==> src/rtl/audio_stream_arbiter.sv <==
// audio_stream_arbiter: round-robin burst arbiter sharing one audio sample sink between two sources, with an Avalon-MM control/status slave.
module audio_stream_arbiter #(
  parameter int DATA_SIZE = 28,
  parameter int CNT_W = 32
) (
  input  logic                 clk,
  input  logic                 reset,
  input  logic                 src0_valid,
  input  logic [DATA_SIZE-1:0] src0_data,
  output logic                 src0_ready,
  input  logic                 src1_valid,
  input  logic [DATA_SIZE-1:0] src1_data,
  output logic                 src1_ready,
  output logic                 sink_valid,
  output logic [DATA_SIZE-1:0] sink_data,
  output logic                 sink_id,
  input  logic                 sink_ready,
  input  logic                 chipselect,
  input  logic [1:0]           address,
  input  logic                 read,
  input  logic                 write,
  input  logic [31:0]          writedata,
  output logic [31:0]          readdata
);
  typedef enum logic [1:0] {IDLE, GRANT0, GRANT1} state_t;
  state_t state, state_nx;
  logic rr_ptr, rr_nx;
  logic [7:0] beat_cnt, beat_nx, burst;
  logic [1:0] enable;
  logic [CNT_W-1:0] cnt0, cnt1;
  logic can_load, acc0, acc1, acc, req0, req1, cur, req_cur, req_oth, last, wr, unused_bits;
  assign unused_bits = ^writedata[31:8];
  assign can_load = !sink_valid | sink_ready;
  assign src0_ready = (state == GRANT0) & enable[0] & can_load;
  assign src1_ready = (state == GRANT1) & enable[1] & can_load;
  assign acc0 = src0_valid & src0_ready;
  assign acc1 = src1_valid & src1_ready;
  assign acc = acc0 | acc1;
  assign req0 = src0_valid & enable[0];
  assign req1 = src1_valid & enable[1];
  assign cur = state == GRANT1;
  assign req_cur = cur ? req1 : req0;
  assign req_oth = cur ? req0 : req1;
  // >= rather than == so a BURST lowered mid-burst ends it on the next accept
  assign last = acc & ({1'b0, beat_cnt} + 9'd1 >= {1'b0, burst});
  assign wr = chipselect & write;
  always_comb begin
    state_nx = state;
    rr_nx = rr_ptr;
    beat_nx = beat_cnt;
    if (state != GRANT0 && state != GRANT1) begin
      beat_nx = '0;
      state_nx = (req0 & req1) ? (rr_ptr ? GRANT1 : GRANT0) : req0 ? GRANT0 : req1 ? GRANT1 : IDLE;
    end else if (last | !req_cur) begin
      rr_nx = !cur;
      beat_nx = '0;
      state_nx = req_oth ? (cur ? GRANT0 : GRANT1) : req_cur ? state : IDLE;
    end else begin
      beat_nx = beat_cnt + {7'd0, acc};
    end
  end
  always_ff @(posedge clk) begin
    if (reset) begin
      state <= IDLE;
      rr_ptr <= 1'b0;
      beat_cnt <= '0;
      sink_valid <= 1'b0;
      sink_data <= '0;
      sink_id <= 1'b0;
      enable <= 2'b11;
      burst <= 8'd4;
      cnt0 <= '0;
      cnt1 <= '0;
    end else begin
      state <= state_nx;
      rr_ptr <= rr_nx;
      beat_cnt <= beat_nx;
      if (acc) begin
        sink_valid <= 1'b1;
        sink_data <= acc1 ? src1_data : src0_data;
        sink_id <= acc1;
      end else if (sink_ready) begin
        sink_valid <= 1'b0;
      end
      if (wr && address == 2'd0) enable <= writedata[1:0];
      if (wr && address == 2'd1) burst <= (writedata[7:0] == 8'd0) ? 8'd1 : writedata[7:0];
      cnt0 <= (wr && address == 2'd2) ? '0 : cnt0 + CNT_W'(acc0);
      cnt1 <= (wr && address == 2'd3) ? '0 : cnt1 + CNT_W'(acc1);
    end
  end
  assign readdata = !(chipselect & read) ? 32'd0 :
                    (address == 2'd0) ? {30'd0, enable} :
                    (address == 2'd1) ? {24'd0, burst} :
                    (address == 2'd2) ? 32'(cnt0) : 32'(cnt1);
endmodule
==> config.mk <==
export PLATFORM = sky130hd
export DESIGN_NAME = audio_stream_arbiter
export DESIGN_NICKNAME = d
export VERILOG_FILES = /design/src/rtl/audio_stream_arbiter.sv
export SDC_FILE = /design/constraint.sdc
export NUM_CORES = 1
export LEC_CHECK = 0
export CAP_MARGIN = 25
export CELL_PAD_IN_SITES_DETAIL_PLACEMENT = 1
export CELL_PAD_IN_SITES_GLOBAL_PLACEMENT = 2
export CORE_ASPECT_RATIO = 1.1
export CORE_MARGIN = 8
export CORE_UTILIZATION = 31
export CTS_BUF_LIST = sky130_fd_sc_hd__clkbuf_4
export DETAILED_ROUTE_END_ITERATION = 7
export GPL_ROUTABILITY_DRIVEN = 0
export PLACE_DENSITY_LB_ADDON = 0.1
export SYNTH_ARGS = -nofsm -noshare
export SYNTH_HDL_FRONTEND = slang
export SYNTH_SLANG_ARGS = --single-unit
==> constraint.sdc <==
create_clock -name clk -period 7.5 [get_ports clk]
set_input_delay 0.75 -clock clk [delete_from_list [all_inputs] [get_ports clk]]
set_output_delay 0.75 -clock clk [all_outputs]
set_load 0.005 [all_outputs]
==> impl_metrics.ini <==
[floorplanning]
num_io_pins = 162
die_y_um = 162
num_rows = 53
initial_core_util = 0.316
core_um2 = 19100
fp.dieW_um = 149
die-area_um2 = 24200

[yosys]
syn_inst = 702
synth_seq_cells = 115
ys_seq_area_frac = 0.382
syn_nets = 817
synth_warnings = 0
synth.cell_area_um2 = 6030
ys_types = 49
avgSynthCellArea_um2 = 8.59

[global_routing]
grt_max_degree = 61
grt_use_total = 0.159
grt_overflow_total = 0
grt_pass1_vias = 6094
antenna_found_initial = 1
grt_pass1_wl_um = 30900

[cts]
cts_hold_buf = 0
clock_path_buffers = 2
clk_pin_slew_ns = 0.09
cts.sinks = 115
ctsRootBufferMaster = clkbuf_4
cts_setup_buffers = 0
cts_made_buffers = 17
cts_tree = yes
cts_resized = 0
clock_latency_ns = 0.54
htree_levels = 4

[place]
post-dp-hpwl_um = 14100
io_buffers = 137
place_area_um2 = 7590
post-place-ws_ns = 3.45

[power_and_ir_drop]
leakagePower_nw = 3.10
pwr-share-clk = 0.342
p_sw_frac = 0.263
net-switching-power_w = 0.000349
seqPwrFrac = 0.492
peakVddDrop_uv = 83.0
pwr-share-comb = 0.167
power_density_nw_per_um2 = 169
intPower_w = 0.000979

[sta]
worst_slack_ns = 3.98
finalSetupTns_ns = 0
hold_viol = 0
setup_violations = 0
fmax_mhz = 284
period_minus_slack_ns = 3.52
post-route-period-util = 0.469
fin_skew_ns = 0.0162
slew_headroom = 0.347
worst_hold_slack_ns = 0.471
rsz0062_at_grt = false
slew_violations = 0
worstMarginPinSlew_ns = 0.971

[layout]
drive_above_1_share = 0.0669
final_area_um2 = 7860
area_growth_pct = 30.3
nets = 943

[critical_path]
slowest_delay_ns = 0.65
worstPathArrival_ns = 2.77
path_common_cell = clkdlybuf4s50_1
slowest_stage = clkdlybuf4s50_1
cp-start-kind = input port
critical_path_class = input port to primary output
crit_chain = clkdlybuf4s50_1, nor2b_1, a22oi_1, nor2_1, clkdlybuf4s50_1
crit_fanout = 13
critPathCaptureType = primary output
critPathRequiredTime_ns = 6.75

[routing]
vias_per_cell = 5.10
routedWlPerCell_um = 17.2
drc_errors = 0
drt_iter0_markers = 141
routed_wirelength_um = 18700
vias = 5531
drtPass1Iterations = 4
ant_nets = 0

[status]
outcome = finished clean

[hold_path]
hold_class = flip-flop to flip-flop

[job]
drv_cap = 0
## cell type report
class                   count  area [um2]
diodes                      1        2.50
fillers                  2269       11200
inverters                  18        67.6
well taps                 247         309
clock buffers              18         135
flip-flops and latches    115        2300
multi-input cells         533        3510
repair buffers            143        1410
clock inverters            10         119
## layout by cell type (no fill, tap or decap), drive strengths merged, types with 2 or more instances in the layout
cell type,count
nand2b,4
o211ai,9
dfxtp,115
a22oi,6
nand4,15
mux2i,53
a211oi,29
nor2,123
clkbuf,18
ha,17
nor2b,9
xor2,36
nor3,15
o21ai,10
xnor2,21
nand2,53
and3,16
clkinv,7
or3,8
and2,5
or2,3
mux2,6
mux4,2
nor4,4
bufinv,3
clkdlybuf4s50,135
a211o,4
and4,5
nand3b,2
a21oi,20
buf,8
or4,10
nand3,38
o32ai,2
a31oi,2
inv,18
## path summary, 6_finish.rpt
| path | start | end | slack, ns | cells after the start |
|---|---|---|---|---|
| max | address[1] | readdata[3] | 3.98 | 5 |
| min | sink_id$_SDFFE_PP0N_ | sink_id$_SDFFE_PP0N_ | 0.47 | 2 |
| max reg2reg | state[0]$_SDFFE_PP0P_ | cnt1[24]$_SDFF_PP0_ | 4.32 | 12 |
| min reg2reg | sink_id$_SDFFE_PP0N_ | sink_id$_SDFFE_PP0N_ | 0.47 | 2 |
## per-layer routing
metal  wire [um]  vias up  track usage
met5           0        -            0
met4         253        0       0.0482
met3        1460       22       0.0696
met2        9510      106        0.283
met1        7480     2688        0.166
li1            -     2715            -
## state kept, by name, summed over array words and instances, names as in the netlist
signal	cells
cnt0	32
sink_id	1
enable	2
sink_valid	1
sink_data	28
beat_cnt	8
burst	8
rr_ptr	1
cnt1	32
state	2
## stage by stage
stage                     utilization  total power [W]  cells
final                           0.412          0.00133   1085
after global routing            0.412          0.00140   1085
after CTS                       0.411          0.00135   1083
after detailed placement        0.397         0.000890   1055
after global placement          0.397         0.000883   1055
after floorplan                     -         0.000770    702
## critical path: cells and delay by family
kind / cells / cell delay [ns]
compound gates: 1 / 0.16
buf+inv: 2 / 1.19
simple gates: 2 / 0.66
## power groups by stage
stage	Sequential [W]	Clock, W	Combinational, W
floorplan	0.000666	0	0.000104
detailed placement	0.000667	0	0.000223
CTS	0.000654	0.000475	0.000225
global route	0.000657	0.000499	0.000241
global placement	0.000665	0	0.000218
finish	0.000653	0.000454	0.000221
## cell usage after synthesis, drive strengths merged
cell type | number | area (um2)
nor4 | 4 | 46.3
inv | 18 | 67.6
nand3 | 38 | 200
and2 | 5 | 31.3
a211o | 4 | 35.0
o21ai | 10 | 50.1
a22oi | 6 | 45.0
o211ai | 9 | 67.6
nor3 | 15 | 86.3
and3 | 16 | 101
nor2b | 9 | 56.3
nand4b | 1 | 23.8
nand3b | 2 | 15.0
a211oi | 29 | 218
nand4 | 15 | 121
mux2 | 6 | 67.6
mux4 | 2 | 45.0
a21oi | 20 | 100
xor2 | 36 | 315
dfxtp | 115 | 2300
clkbuf | 23 | 86.3
nand2 | 53 | 199
xnor2 | 21 | 184
a21boi | 1 | 7.51
a41o | 1 | 10.0
mux2i | 53 | 531
a21o | 1 | 7.51
ha | 17 | 213
nand2b | 4 | 25.0
or2 | 3 | 18.8
or4 | 10 | 75.1
or3 | 8 | 50.1
o32ai | 2 | 17.5
a31oi | 2 | 12.5
nor2 | 123 | 462
nor3b | 1 | 7.51
o2111ai | 1 | 8.76
and4 | 5 | 48.8
buf | 13 | 75.1
## cell families after synthesis
kind of cell	count (synthesis)	synth area share
AOI/OAI and AO/OA	86	0.0960
buffers and inverters	54	0.0379
DFF	115	0.382
xor gates and xnor gates	57	0.0827
adders and majority gates	17	0.0353
muxes	61	0.107
and+or+nand+nor	312	0.260
Power figures use the tool's default switching activity.
